$ cat config.mk
export PLATFORM = sky130hd
export DESIGN_NAME = uart_rx_sipo
export DESIGN_NICKNAME = d
export VERILOG_FILES = /design/src/rtl/uart_pkg.sv /design/src/rtl/uart_sync2.sv /design/src/rtl/uart_rx_sipo.sv
export SDC_FILE = /design/constraint.sdc
export NUM_CORES = 1
export LEC_CHECK = 0
export BUFFER_PORTS_ARGS = -buffer_cell sky130_fd_sc_hd__buf_2
export CAP_MARGIN = 25
export CELL_PAD_IN_SITES_DETAIL_PLACEMENT = 1
export CELL_PAD_IN_SITES_GLOBAL_PLACEMENT = 1
export CORE_MARGIN = 1.5
export CORE_UTILIZATION = 35
export DETAILED_ROUTE_END_ITERATION = 8
export PLACE_DENSITY = 0.73
export SLEW_MARGIN = 20
export SYNTH_ARGS = -nofsm -noshare
export SYNTH_HDL_FRONTEND = slang
export SYNTH_HIERARCHICAL = 1
export SYNTH_SLANG_ARGS = --single-unit
$ cat constraint.sdc
create_clock -name clock -period 4.4 [get_ports clock]
set_clock_uncertainty 0.2 [all_clocks]
set_input_delay 0.88 -clock clock [delete_from_list [all_inputs] [get_ports clock]]
set_output_delay 0.88 -clock clock [all_outputs]
set_load 0.005 [all_outputs]
$ cat src/rtl/uart_pkg.sv
// Shared definitions for the UART receive path: parity encodings and the
// receive FSM state type.
package uart_pkg;

    localparam logic [1:0] PARITY_ODD  = 2'b01;
    localparam logic [1:0] PARITY_EVEN = 2'b10;

    typedef enum logic [2:0] {
        IDLE   = 3'd0,
        START  = 3'd1,
        DATA   = 3'd2,
        PARITY = 3'd3,
        STOP   = 3'd4
    } rx_state_e;

    // Codes 00 and 11 both mean the frame carries no parity bit.
    function automatic logic parity_enabled(input logic [1:0] ptype);
        return (ptype == PARITY_ODD) || (ptype == PARITY_EVEN);
    endfunction

endpackage

$ cat src/rtl/uart_sync2.sv
// Two-flop synchroniser for an asynchronous single-bit input. The reset value
// is a parameter so an idle-high serial line does not look like a start bit.
module uart_sync2 #(
    parameter logic RESET_VALUE = 1'b1
) (
    input  logic clock,
    input  logic reset_n,
    input  logic d_i,
    output logic q_o
);

    logic meta_q;
    logic sync_q;

    always_ff @(posedge clock or negedge reset_n) begin
        if (!reset_n) begin
            meta_q <= RESET_VALUE;
            sync_q <= RESET_VALUE;
        end else begin
            meta_q <= d_i;
            sync_q <= meta_q;
        end
    end

    assign q_o = sync_q;

endmodule

$ cat src/rtl/uart_rx_sipo.sv
// UART receive front end: synchronises the line, finds the start bit, samples
// each bit at mid-bit from a 16x tick and publishes the deserialised frame.
module uart_rx_sipo
    import uart_pkg::*;
#(
    parameter int DATA_WIDTH = 8,
    parameter int OVERSAMPLE = 16
) (
    input  logic                  clock,
    input  logic                  reset_n,
    input  logic                  rx_in,
    input  logic                  baud_tick,
    input  logic [1:0]            parity_type,
    output logic [DATA_WIDTH-1:0] raw_data,
    output logic                  start_bit,
    output logic                  parity_bit,
    output logic                  stop_bit,
    output logic                  recieved_flag,
    output logic                  rx_busy
);

    localparam int TW = $clog2(OVERSAMPLE);
    localparam int BW = $clog2(DATA_WIDTH + 1);

    localparam logic [TW-1:0] TICK_HALF = TW'(OVERSAMPLE / 2 - 1);
    localparam logic [TW-1:0] TICK_FULL = TW'(OVERSAMPLE - 1);
    localparam logic [BW-1:0] BIT_LAST  = BW'(DATA_WIDTH - 1);

    logic rx_s;

    uart_sync2 #(
        .RESET_VALUE (1'b1)
    ) u_sync (
        .clock   (clock),
        .reset_n (reset_n),
        .d_i     (rx_in),
        .q_o     (rx_s)
    );

    rx_state_e             state_q;
    logic                  armed_q;
    logic [TW-1:0]         tick_cnt_q;
    logic [BW-1:0]         bit_cnt_q;
    logic [1:0]            ptype_q;
    logic [DATA_WIDTH-1:0] shift_q;
    logic                  start_smp_q;
    logic                  par_smp_q;
    logic                  done_q;

    logic [DATA_WIDTH-1:0] raw_data_q;
    logic                  start_bit_q;
    logic                  parity_bit_q;
    logic                  stop_bit_q;
    logic                  flag_q;
    logic                  busy_q;

    logic at_half;
    logic at_full;

    assign at_half = (tick_cnt_q == TICK_HALF);
    assign at_full = (tick_cnt_q == TICK_FULL);

    // NOTE: sequential state uses non-blocking assignments so every flop samples
    // the pre-edge values, independent of statement order in this block.
    always_ff @(posedge clock or negedge reset_n) begin
        if (!reset_n) begin
            state_q      <= IDLE;
            armed_q      <= 1'b0;
            tick_cnt_q   <= '0;
            bit_cnt_q    <= '0;
            ptype_q      <= 2'b00;
            // NOTE: the shift register is a handful of flops, not a RAM, so it is
            // reset along with everything else and never leaks stale data.
            shift_q      <= '0;
            start_smp_q  <= 1'b0;
            par_smp_q    <= 1'b1;
            done_q       <= 1'b0;
            raw_data_q   <= '0;
            start_bit_q  <= 1'b0;
            parity_bit_q <= 1'b1;
            stop_bit_q   <= 1'b1;
            flag_q       <= 1'b0;
            busy_q       <= 1'b0;
        end else begin
            // NOTE: the strobe defaults low every clock so it can only ever be a
            // single-cycle pulse; only the hand-off branch below raises it.
            flag_q <= 1'b0;

            if (done_q) begin
                // One clock after the stop sample: strobe, release busy and
                // disarm so a line still held low cannot start a new frame.
                done_q  <= 1'b0;
                flag_q  <= 1'b1;
                busy_q  <= 1'b0;
                armed_q <= 1'b0;
                state_q <= IDLE;
            end else if (baud_tick) begin
                unique case (state_q)
                    IDLE: begin
                        if (rx_s) begin
                            armed_q <= 1'b1;
                        end else if (armed_q) begin
                            state_q    <= START;
                            tick_cnt_q <= '0;
                            ptype_q    <= parity_type;
                            busy_q     <= 1'b1;
                        end
                    end

                    START: begin
                        if (at_half) begin
                            if (rx_s) begin
                                state_q <= IDLE;
                                busy_q  <= 1'b0;
                            end else begin
                                start_smp_q <= rx_s;
                                tick_cnt_q  <= '0;
                                bit_cnt_q   <= '0;
                                state_q     <= DATA;
                            end
                        end else begin
                            tick_cnt_q <= tick_cnt_q + 1'b1;
                        end
                    end

                    DATA: begin
                        // The counter wraps from OVERSAMPLE-1 to 0 on its own,
                        // so each wrap lands exactly one bit period later.
                        tick_cnt_q <= tick_cnt_q + 1'b1;
                        if (at_full) begin
                            shift_q <= {rx_s, shift_q[DATA_WIDTH-1:1]};
                            if (bit_cnt_q == BIT_LAST) begin
                                par_smp_q <= 1'b1;
                                state_q   <= parity_enabled(ptype_q) ? PARITY : STOP;
                            end else begin
                                bit_cnt_q <= bit_cnt_q + 1'b1;
                            end
                        end
                    end

                    PARITY: begin
                        tick_cnt_q <= tick_cnt_q + 1'b1;
                        if (at_full) begin
                            par_smp_q <= rx_s;
                            state_q   <= STOP;
                        end
                    end

                    STOP: begin
                        tick_cnt_q <= tick_cnt_q + 1'b1;
                        if (at_full) begin
                            raw_data_q   <= shift_q;
                            start_bit_q  <= start_smp_q;
                            parity_bit_q <= par_smp_q;
                            stop_bit_q   <= rx_s;
                            done_q       <= 1'b1;
                        end
                    end

                    default: begin
                        state_q <= IDLE;
                        busy_q  <= 1'b0;
                    end
                endcase
            end
        end
    end

    assign raw_data      = raw_data_q;
    assign start_bit     = start_bit_q;
    assign parity_bit    = parity_bit_q;
    assign stop_bit      = stop_bit_q;
    assign recieved_flag = flag_q;
    assign rx_busy       = busy_q;

endmodule

## Yosys cells after proc, flatten, opt, wreduce, memory -nomap -nowiden

Cells that the tools add are included.

- Register bits after elaboration: 38
- Output and inout port bits: 13

- Add/sub/neg operators: 2
- Equal/unequal tests: 27
- Multiplexer cells: 40
- Bitwise gates (word level): 2
- Reductions and logical operators: 18

Operator list:

| operator | number |
|---|---|
| $mux W4 | 7 |
| $mux W3 | 9 |
| $ne A3 B3 Y1 const B | 7 |
| $mux W1 | 18 |
| $ne A2 B2 Y1 const B | 9 |
| $reduce_and A6 Y1 | 3 |
| $pmux W3 S5 | 1 |
| $pmux W4 S3 | 1 |
| $reduce_bool A2 Y1 | 5 |
| $add A4 B1 Y4 const B | 2 |
| $eq A4 B3 Y1 const B | 2 |
| $pmux W4 S2 | 1 |
| $reduce_and A4 Y1 | 2 |
| $reduce_and A8 Y1 | 1 |
| $reduce_and A7 Y1 | 1 |
| $eq A3 B2 Y1 const B | 2 |
| $reduce_and A5 Y1 | 1 |
| $eq A4 B4 Y1 const B | 1 |
| $eq A3 B1 Y1 const B | 1 |
| $eq A3 B3 Y1 const B | 1 |
| $logic_not A3 Y1 | 1 |
| $ne A3 B2 Y1 const B | 1 |
| $pmux W1 S3 | 1 |
| $reduce_and A3 Y1 | 1 |
| other kinds (9) | 10 |

## Depth between registers and ports, before layout

- Depth after elaboration: 8
- Depth in mapped cells: 6

## Modules after synthesis

Netlist, hierarchy kept.

Modules (own cells, without submodules):

| module | times used | cells an instance | area each (µm²) | sequential area each (µm²) |
|---|---|---|---|---|
| uart_rx_sipo | 1 | 153 | 1736.7 | 904.6 |
| uart_sync2 | 1 | 2 | 52.6 | 52.6 |

## Least setup slack after synthesis

OpenSTA, ideal clock, no wires.

- Path type: input port to flip-flop
- From: in baud_tick
- To: reg raw_data_q[1], in the netlist raw_data[1]
- Data arrival time: 1769 ps
- Required time: 4072 ps
- Path slack: 2304 ps
- Stages: 5
- Buffers on the path: 1
- Path through: nand2b_1 nor2_1 nand3_1 buf_2 mux2_1

- Cells in the longest elaborated chain, start to end: 1

Ends and longest elaborated chain:

| element | RTL line | text |
|---|---|---|
| start: declaration | uart_rx_sipo.sv:12 | `input logic baud_tick,` |
| $reduce_and A4 Y1 (no line) | -- |  |
| end signal: assignment | uart_rx_sipo.sv:152 | `raw_data_q <= shift_q;` |
| end: declaration | uart_rx_sipo.sv:50 | `logic [DATA_WIDTH-1:0] raw_data_q;` |

No other way between the ends.
A chain may end at the register's enable or synchronous reset.

## Worst setup path after layout

- From: reg tick_cnt_q[0]
- To: reg raw_data_q[5], in the netlist raw_data[5]

- Cells in the longest elaborated chain, start to end: 2

Ends and longest elaborated chain:

| element | RTL line | text |
|---|---|---|
| start: declaration | uart_rx_sipo.sv:42 | `logic [TW-1:0] tick_cnt_q;` |
| start signal: assignment | uart_rx_sipo.sv:122 | `tick_cnt_q <= tick_cnt_q + 1'b1;` |
| start signal: assignment | uart_rx_sipo.sv:129 | `tick_cnt_q <= tick_cnt_q + 1'b1;` |
| start signal: assignment | uart_rx_sipo.sv:142 | `tick_cnt_q <= tick_cnt_q + 1'b1;` |
| $eq A4 B4 Y1 | uart_rx_sipo.sv:61 | `assign at_full = (tick_cnt_q == TICK_FULL);` |
| $reduce_and A4 Y1 (no line) | -- |  |

No other way between the ends.

==> flow_summary.json <==
{
  "cp_common_cell": "nand3_1",
  "path_cells": "ha_1 > nand3_1 > nor2_1 > nand3_1 > mux2_1",
  "clk-insertion-delay-late_ns": 0.28,
  "fmaxAchievable_mhz": 415,
  "mostFrequentLayoutCells": "33 x dfrtp_1, 17 x buf_2, 16 x mux2_1, 12 x nand2_1",
  "ys_ff_latch": 38,
  "p_clk_frac": 0.278,
  "finalHoldViolCount": 0,
  "cp_max_fo": 11,
  "io_pins": 19,
  "rsz0062_at_grt": "no",
  "cts_tree": "done",
  "dp_slack_ns": 1.76,
  "die_w_um": 74.5,
  "setup_ws_ns": 1.99,
  "ir_drop_uv": 204,
  "start_kind": "flip-flop",
  "final_nets": 180,
  "routed_wirelength_mm": 3.36,
  "antenna_cells": 0,
  "cts_buffers": 5,
  "antenna_found_initial": 0,
  "synth_cell_type_count": 44,
  "p_sw_frac": 0.284,
  "synthCells": 155,
  "grt_pass1_vias": 1234,
  "area_growth_pct": 11.5,
  "max-slew-margin-rel": 0.461,
  "internal_power_uw": 558,
  "required_ns": 4.37,
  "gp_congestion": 0.819,
  "overflow": 0,
  "clk_pin_slew_ns": 0.07,
  "grt_max_degree": 39,
  "p_per_area_nw_per_um2": 391,
  "p_switching_uw": 222,
  "fill_cells": 558,
  "max_stage_delay_ns": 0.49,
  "synth_edf_count": 0,
  "synth_nets": 163,
  "max_cap_viol_count": 0,
  "dp_hpwl_mm": 2.52,
  "htree_levels": 2,
  "async_reset_ff_frac": 1.00,
  "power.leakage_uw": 0.000975,
  "clkSinkCount": 38,
  "ant_nets": 0,
  "seqPwrFrac": 0.564,
  "vias": 1224,
  "layout_commonest_cell": "dfrtp_1",
  "critPathCaptureType": "flip-flop",
  "syn_avg_cell_area_um2": 11.5,
  "fin_crit_ns": 2.41,
  "cts.path.max_buffers": 2,
  "crit_type": "reg -> reg",
  "dp.cells": 232,
  "finalNonFillerCells": 239,
  "port-buffer-count": 17,
  "postCtsSetupRepairBufs": 0,
  "setup_tns_ns": 0,
  "yosys_warnings": 6,
  "grt.total_usage": 0.140,
  "start_util": 0.371,
  "yosysSeqAreaShare": 0.535,
  "cts_resized": 0,
  "setup_viol": 0,
  "num_rows": 25,
  "slew_violations": 0,
  "timing.final.crit_share": 0.547,
  "drc": 0,
  "clock_tree.root_cell": "clkbuf_8",
  "via_per_inst": 5.12,
  "die_height_um": 74.5,
  "p_comb_frac": 0.158,
  "synth_ff_type": "dfrtp_1",
  "ctsHoldBuffers": 0,
  "wl_per_cell_um": 14.1,
  "status": "complete, no violations",
  "cp_slowest_cell": "mux2_1",
  "firstDrtPassIters": 4,
  "drive_above_1_share": 0.221,
  "arrival_ns": 2.37,
  "final_util": 0.414,
  "worstMarginPinSlew_ns": 0.808,
  "hp-class": "reg -> reg",
  "fp.dieArea_um2": 5550,
  "syn_area_um2": 1790,
  "first_iter_violations": 28,
  "grt_pass1_wl_mm": 5.79,
  "core_area_um2": 4820
}
power groups by stage:
stage	registers, µW	clock network (µW)	logic, µW
2_1_floorplan	425	0	108
3_3_place_gp	443	0	116
3_5_place_dp	445	0	126
4_1_cts	440	229	126
5_1_grt	449	241	142
6_report	440	217	123
logic make-up (layout without fill, tap and decap cells):
family	count (synthesis)	in the layout	synth area share
AOI/OAI and AO/OA	28	28	0.110
xor gates and xnor gates	2	2	0.00979
and+or+nand+nor	51	51	0.168
DFF	38	38	0.535
other	1	1	0.00210
buffers and inverters	13	30	0.0357
adders and majority gates	2	2	0.0140
muxes	20	20	0.126
final timing paths:
kind | from | end | slack, ns | cells past startpoint
worst min register to register | u_sync/meta_q | u_sync/q_o | 0.16 | 0
worst max register to register | tick_cnt_q[0] | raw_data[5] | 1.99 | 5
max in group asynchronous | reset_n | bit_cnt_q[0] | 3.00 | 1
worst max-delay path | tick_cnt_q[0] | raw_data[5] | 1.99 | 5
worst min-delay path | u_sync/meta_q | u_sync/q_o | 0.16 | 0
min in group asynchronous | reset_n | state_q[0] | 0.48 | 1
Yosys cell counts, types with 4 or more instances:
master | n | area share
dfrtp_1 | 33 | 0.46
dfstp_2 | 5 | 0.073
inv_1 | 6 | 0.013
mux2_1 | 16 | 0.10
mux2_2 | 4 | 0.025
nand2_1 | 12 | 0.025
nand3_1 | 5 | 0.014
nor2_1 | 7 | 0.015
nor2b_1 | 7 | 0.024
o21ai_0 | 5 | 0.014
o21ai_1 | 4 | 0.011
or4_1 | 4 | 0.017
critical path, delay by kind of cell (launching register included):
| kind | cells | cell delay, ns |
|---|---|---|
| simple gates | 3 | 0.92 |
| mux | 1 | 0.49 |
| flops | 1 | 0.39 |
| fa+ha+maj | 1 | 0.28 |
through the flow:
stage	instance area, µm²	power, µW	hold slack (ns)
after floorplan	1790	532	0.145
after global placement	1920	559	0.148
after detailed placement	1920	571	0.152
after CTS	2000	794	0.163
after global routing	2000	832	0.165
final	2000	780	0.160
final cells by class:
| class | instances | area [µm²] | share of cell area |
|---|---|---|---|
| Clock inverter | 2 | 10.0 | 0.00502 |
| Clock buffer | 5 | 68.8 | 0.0345 |
| Multi-Input combinational cell | 104 | 768 | 0.385 |
| Inverter | 6 | 22.5 | 0.0113 |
| Tap cell | 67 | 83.8 | 0.0420 |
| Sequential cell | 38 | 957 | 0.480 |
| Timing Repair Buffer | 17 | 85.1 | 0.0426 |
state kept, by name (all words and copies together), names as in the netlist, 2 cells and up:
register,flops
shift_q,8
tick_cnt_q,4
state_q,3
bit_cnt_q,4
raw_data,8
ptype_q,2
layer usage:
| layer | share of wire | GRT usage | vias to the layer above | wire, µm |
|---|---|---|---|---|
| met5 | 0 | 0 | - | 0 |
| met4 | 0.0051 | 0.0424 | 0 | 17 |
| met3 | 0.029 | 0.0447 | 2 | 99 |
| met2 | 0.52 | 0.233 | 13 | 1760 |
| met1 | 0.44 | 0.174 | 621 | 1480 |
| li1 | - | - | 588 | - |
Power figures use the tool's default switching activity.
